`src/rtl/resonator_ddc_div_pkg.sv`:
```
// ============================================================================
// Module      : resonator_ddc_div_pkg
// Description : Shared widths, saturation limits and FSM encoding for the
//               DDC signed-by-unsigned divider.
// Revision    : 1.0 - initial release
// ============================================================================
`default_nettype none

package resonator_ddc_div_pkg;

  localparam int DIVIDEND_W = 36;
  localparam int DIVISOR_W  = 16;
  localparam int QUOT_W     = 18;
  localparam int CNT_W      = $clog2(DIVIDEND_W);

  localparam logic signed [QUOT_W-1:0] QMAX = 18'sh1FFFF;  //  131071
  localparam logic signed [QUOT_W-1:0] QMIN = 18'sh20000;  // -131072

  typedef enum logic [1:0] {
    IDLE = 2'd0,
    CALC = 2'd1,
    FIX  = 2'd2,
    DONE = 2'd3
  } state_t;

endpackage

`default_nettype wire

```
`src/rtl/resonator_ddc_div_step.sv`:
```
// ============================================================================
// Module      : resonator_ddc_div_step
// Description : One combinational restoring-division step: shift in the next
//               dividend bit and conditionally subtract the divisor.
// Revision    : 1.0 - initial release
// ============================================================================
`default_nettype none

module resonator_ddc_div_step
  import resonator_ddc_div_pkg::*;
#(
  parameter int W = DIVISOR_W
) (
  input  logic [W:0]   i_rem,
  input  logic         i_bit,
  input  logic [W-1:0] i_div,
  output logic [W:0]   o_rem,
  output logic         o_qbit
);

  logic [W+1:0] w_sh;
  logic         w_ge;

  // One extra bit keeps the shifted value exact; the result is always < divisor.
  assign w_sh   = {i_rem, i_bit};
  assign w_ge   = (w_sh >= {2'b00, i_div});
  assign o_qbit = w_ge;
  assign o_rem  = w_ge ? (W+1)'(w_sh - {2'b00, i_div}) : w_sh[W:0];

endmodule

`default_nettype wire

```
`src/rtl/resonator_ddc_div_36s_16ns_18s.sv`:
```
// ============================================================================
// Module      : resonator_ddc_div_36s_16ns_18s
// Description : Multi-cycle 36-bit signed / 16-bit unsigned restoring divider
//               with truncation toward zero, saturation and valid/ready I/O.
// Revision    : 1.0 - initial release
// ============================================================================
`default_nettype none

module resonator_ddc_div_36s_16ns_18s
  import resonator_ddc_div_pkg::*;
(
  input  logic                  clk,
  input  logic                  reset_n,
  input  logic                  in_valid,
  output logic                  in_ready,
  input  logic [DIVIDEND_W-1:0] dividend,
  input  logic [DIVISOR_W-1:0]  divisor,
  output logic                  out_valid,
  input  logic                  out_ready,
  output logic [QUOT_W-1:0]     quotient,
  output logic [DIVISOR_W:0]    remainder,
  output logic                  ovf,
  output logic                  dbz
);

  localparam logic [DIVIDEND_W-1:0] c_POS_LIM = 36'd131071;
  localparam logic [DIVIDEND_W-1:0] c_NEG_LIM = 36'd131072;

  state_t                r_state;
  logic [CNT_W-1:0]      r_cnt;
  logic [DIVIDEND_W-1:0] r_mag;
  logic [DIVISOR_W:0]    r_rem;
  logic [DIVISOR_W-1:0]  r_div;
  logic                  r_neg;
  logic                  r_dbz;

  logic [DIVIDEND_W-1:0] w_abs;
  logic [DIVISOR_W:0]    w_step_rem;
  logic                  w_step_q;
  logic [QUOT_W-1:0]     w_q;
  logic [DIVISOR_W:0]    w_r;
  logic                  w_ovf;

  // -2^35 negates to itself, which read as unsigned is exactly 2^35.
  assign w_abs    = dividend[DIVIDEND_W-1] ? (-dividend) : dividend;
  assign in_ready = (r_state == IDLE);

  resonator_ddc_div_step #(
    .W (DIVISOR_W)
  ) u_step (
    .i_rem  (r_rem),
    .i_bit  (r_mag[DIVIDEND_W-1]),
    .i_div  (r_div),
    .o_rem  (w_step_rem),
    .o_qbit (w_step_q)
  );

  // r_mag holds unconsumed dividend bits on top and quotient bits below;
  // after the last step it is the full magnitude quotient.
  always_comb begin
    w_q   = '0;
    w_r   = '0;
    w_ovf = 1'b0;
    if (r_dbz) begin
      w_q = r_neg ? QMIN : QMAX;
    end else if (r_neg) begin
      w_r = -r_rem;
      if (r_mag > c_NEG_LIM) begin
        w_q   = QMIN;
        w_ovf = 1'b1;
      end else begin
        w_q = -r_mag[QUOT_W-1:0];
      end
    end else begin
      w_r = r_rem;
      if (r_mag > c_POS_LIM) begin
        w_q   = QMAX;
        w_ovf = 1'b1;
      end else begin
        w_q = r_mag[QUOT_W-1:0];
      end
    end
  end

  always_ff @(posedge clk or negedge reset_n) begin
    if (!reset_n) begin
      r_state   <= IDLE;
      r_cnt     <= '0;
      r_mag     <= '0;
      r_rem     <= '0;
      r_div     <= '0;
      r_neg     <= 1'b0;
      r_dbz     <= 1'b0;
      out_valid <= 1'b0;
      quotient  <= '0;
      remainder <= '0;
      ovf       <= 1'b0;
      dbz       <= 1'b0;
    end else begin
      case (r_state)
        IDLE: begin
          if (in_valid) begin
            r_mag <= w_abs;
            r_neg <= dividend[DIVIDEND_W-1];
            r_div <= divisor;
            r_dbz <= (divisor == '0);
            r_rem <= '0;
            if (divisor == '0) begin
              r_state <= FIX;
            end else begin
              r_cnt   <= CNT_W'(DIVIDEND_W - 1);
              r_state <= CALC;
            end
          end
        end
        CALC: begin
          r_rem <= w_step_rem;
          r_mag <= {r_mag[DIVIDEND_W-2:0], w_step_q};
          r_cnt <= r_cnt - CNT_W'(1);
          if (r_cnt == '0) begin
            r_state <= FIX;
          end
        end
        FIX: begin
          quotient  <= w_q;
          remainder <= w_r;
          ovf       <= w_ovf;
          dbz       <= r_dbz;
          out_valid <= 1'b1;
          r_state   <= DONE;
        end
        DONE: begin
          if (out_ready) begin
            out_valid <= 1'b0;
            r_state   <= IDLE;
          end
        end
        default: r_state <= IDLE;
      endcase
    end
  end

endmodule

`default_nettype wire

```
`config.mk`:
```
export PLATFORM = sky130hd
export DESIGN_NAME = resonator_ddc_div_36s_16ns_18s
export DESIGN_NICKNAME = d
export VERILOG_FILES = /design/src/rtl/resonator_ddc_div_pkg.sv /design/src/rtl/resonator_ddc_div_step.sv /design/src/rtl/resonator_ddc_div_36s_16ns_18s.sv
export SDC_FILE = /design/constraint.sdc
export NUM_CORES = 1
export LEC_CHECK = 0
export BUFFER_PORTS_ARGS = -buffer_cell sky130_fd_sc_hd__buf_2
export CAP_MARGIN = 15
export CORE_UTILIZATION = 60
export DETAILED_ROUTE_END_ITERATION = 7
export GPL_TIMING_DRIVEN = 0
export PLACE_DENSITY = 0.82
export SLEW_MARGIN = 20
export SYNTH_ARGS = -nofsm -noshare
export SYNTH_HDL_FRONTEND = slang
export SYNTH_SLANG_ARGS = --single-unit
```
`constraint.sdc`:
```
create_clock -name clk -period 6.8 [get_ports clk]
set_input_delay 1.36 -clock clk [delete_from_list [all_inputs] [get_ports clk]]
set_output_delay 1.36 -clock clk [all_outputs]
set_load 0.02 [all_outputs]
```
==> results.toml <==
[timing]
finalCritPeriodShare = 0.505
hold_viol_final = 0
holdWs_ps = 505
maxSlewHeadroom = 0.360
fmax_mhz = 291
rsz0062_at_grt = "false"
finClkSkew_ps = 6.44
final_max_slew_viol_count = 0
setup_viol = 0
fin_setup_tns_ps = 0
period_needed_ps = 3430
tightest_slew_ps = 951

[floorplan]
start_util = 0.623
rows = 40
core_mm2 = 0.0121
die_w_um = 114
dieHeight_um = 114
ios = 95
die-area_mm2 = 0.0130

[clocking]
cts_tree = "built"
cts_setup_buffers = 0
post_cts_resized = 0
cts_root_buf = "clkbuf_16"
cts_buffers = 17
cts_hold_buf = 0
clk_pin_slew_ps = 50
clock_sinks = 117
h-tree-depth = 4
clk_latency_ps = 420
cts_buffer_depth = 2

[route]
finalWirelength_mm = 20.2
drt_iter0_markers = 515
wire_per_inst_um = 17.4
dr.pass1.iters = 4
vias_per_cell = 6.04
vias = 7010
drtAntennaViolNets = 0
post-route-drc-count = 0

[critical_path]
crit_path_start_kind = "register"
cp-end-kind = "register"
timing.rr.start = "r_mag[35]$_DFFE_PN0P_"
cpPeakStageDelay_ps = 490
cp.arrival_ps = 3740
worstSetupPathType = "reg -> reg"
critical_path.cell_chain = "inv_1 > ha_1 > inv_1 > fa_1 > a21o_1 > a221o_1 > o311ai_1 > nand3_1 > clkbuf_1 > a221o_1"
worstPathMaxFanout = 10
cp_slowest_cell = "o311ai_1"
required_ps = 7110
startpoint = "r_mag[35]$_DFFE_PN0P_"

[global_route]
gr-max-usage-layer = "met2"
grt_first_pass_wirelength_mm = 33.4
met3_usage = 0.0762
first_global_vias = 6736
grt_use_total = 0.332
grt_use_met2 = 0.508
use_met1 = 0.457
grt_max_degree = 77
overflow = 0
antenna_found_initial = 0

[run]
maxCapViolCount = 0

[layout]
fillers = 964
final_common_cell = "dfrtp_1"
fin_cells = 1161
nets = 1062
area_growth_pct = 17.2
drive_above_1_share = 0.163
layout_common_cells = "117 x dfrtp_1, 93 x buf_2, 72 x nand2_1, 71 x o21ai_0, 70 x a21oi_1"
antennaDiodeCount = 0
postLayoutCoreUtil = 0.730

[synthesis]
yosysSeqAreaShare = 0.388
yosysWarnings = 0
async_flop_share = 1.00
synth_area_mm2 = 0.00755
netlist_instances = 867
synth_ff_type = "dfrtp_1"
ys_ff_latch = 117
syn-num-nets = 949
synth.distinct_cells = 62
synth-edff-count = 0
syn_avg_cell_area_um2 = 8.70

[hold_path]
hp-start = "r_div[7]$_DFFE_PN0P_"
hp-class = "reg -> reg"

[outcome]
status = "finished clean"

[pwr]
p_leak_nw = 3.95
peakVddDrop_uv = 294
powerDensity_mw_per_mm2 = 525

[placed_design]
place_inst = 1129
gp_congestion = 0.889
dp_hpwl_mm = 14.8
portBuffers = 93
[state kept, by name, indices dropped and copies added, names as in the netlist]
name / cells
r_mag: 36
quotient: 18
r_rem: 17
remainder: 17
r_div: 16
r_cnt: 6
r_state: 2
dbz: 1
out_valid: 1
ovf: 1
r_dbz: 1
r_neg: 1
[layout make-up]
class                           instances  area, um^2  share of cell area
Clock buffer                           23         488              0.0552
Tap cell                              168         210              0.0238
Clock inverter                          9         100              0.0113
Timing Repair Buffer                   94         499              0.0565
Sequential cell                       117        2930               0.331
Multi-Input combinational cell        643        4210               0.476
Inverter                               57         214              0.0242
Buffer                                 50         198              0.0224
[routing by layer]
layer / up-vias / wire length [um]
met1: 3287 / 9060
li1: 3356 / -
met3: 40 / 1570
met4: 0 / 430
met2: 327 / 9150
met5: - / 0
[cells in the mapped netlist, drive strengths merged, types with 16 or more instances]
| master | count | area, um^2 |
|---|---|---|
| o22ai | 29 | 181 |
| mux2 | 25 | 282 |
| clkbuf | 44 | 166 |
| nand3 | 20 | 100 |
| nand2 | 72 | 270 |
| o21ai | 72 | 360 |
| xor2 | 37 | 324 |
| xnor2 | 28 | 245 |
| o31ai | 21 | 158 |
| nor2 | 64 | 240 |
| mux2i | 19 | 190 |
| ha | 25 | 313 |
| inv | 57 | 214 |
| nor4 | 16 | 100 |
| dfrtp | 117 | 2930 |
| a21oi | 70 | 350 |
[kinds of logic (layout without fill, tap and decap cells)]
group / after synthesis / after routing / synth area share
AOI/OAI and AO/OA: 259 / 259 / 0.213
and+or+nand+nor: 249 / 249 / 0.163
DFF: 117 / 117 / 0.388
buffers and inverters: 107 / 233 / 0.0545
xor gates and xnor gates: 65 / 65 / 0.0754
muxes: 44 / 44 / 0.0625
adders and majority gates: 26 / 26 / 0.0441
[worst max-delay path: cells and delay by family, from the launching register on]
family          cells  cell delay, ps
simple gates        1             350
fa+ha+maj           2             570
flops               1             380
compound gates      4            1490
buf+inv             3             530
[path summary, 6_finish.rpt]
kind / to / slack, ps / cells after the start
setup reg to reg: r_rem[3]$_DFFE_PN0P_ / 3370 / 10
hold reg to reg: r_div[7]$_DFFE_PN0P_ / 500 / 1
min in group asynchronous: r_div[7]$_DFFE_PN0P_ / 850 / 1
max in group asynchronous: quotient[15]$_DFFE_PN0P_ / 5250 / 2
setup / recovery: r_rem[3]$_DFFE_PN0P_ / 3370 / 10
hold / removal: r_div[7]$_DFFE_PN0P_ / 500 / 1
[through the flow]
step | power [W] | setup WS, ps | area, um^2
after CTS | 0.00461 | 3410 | 8840
after global placement | 0.00362 | 2960 | 8220
after detailed placement | 0.00369 | 2970 | 8260
final | 0.00465 | 3370 | 8840
after global routing | 0.00499 | 3200 | 8840
after floorplan | 0.00303 | 3240 | 7550
[where the power goes]
part | total, W | leakage (nW) | switching, W | internal, W
sequential | 0.00131 | 1.40 | 0.000288 | 0.00102
combinational | 0.00245 | 2.26 | 0.00151 | 0.000943
clock | 0.000889 | 0.289 | 0.000316 | 0.000573
Power figures use the tool's default switching activity.
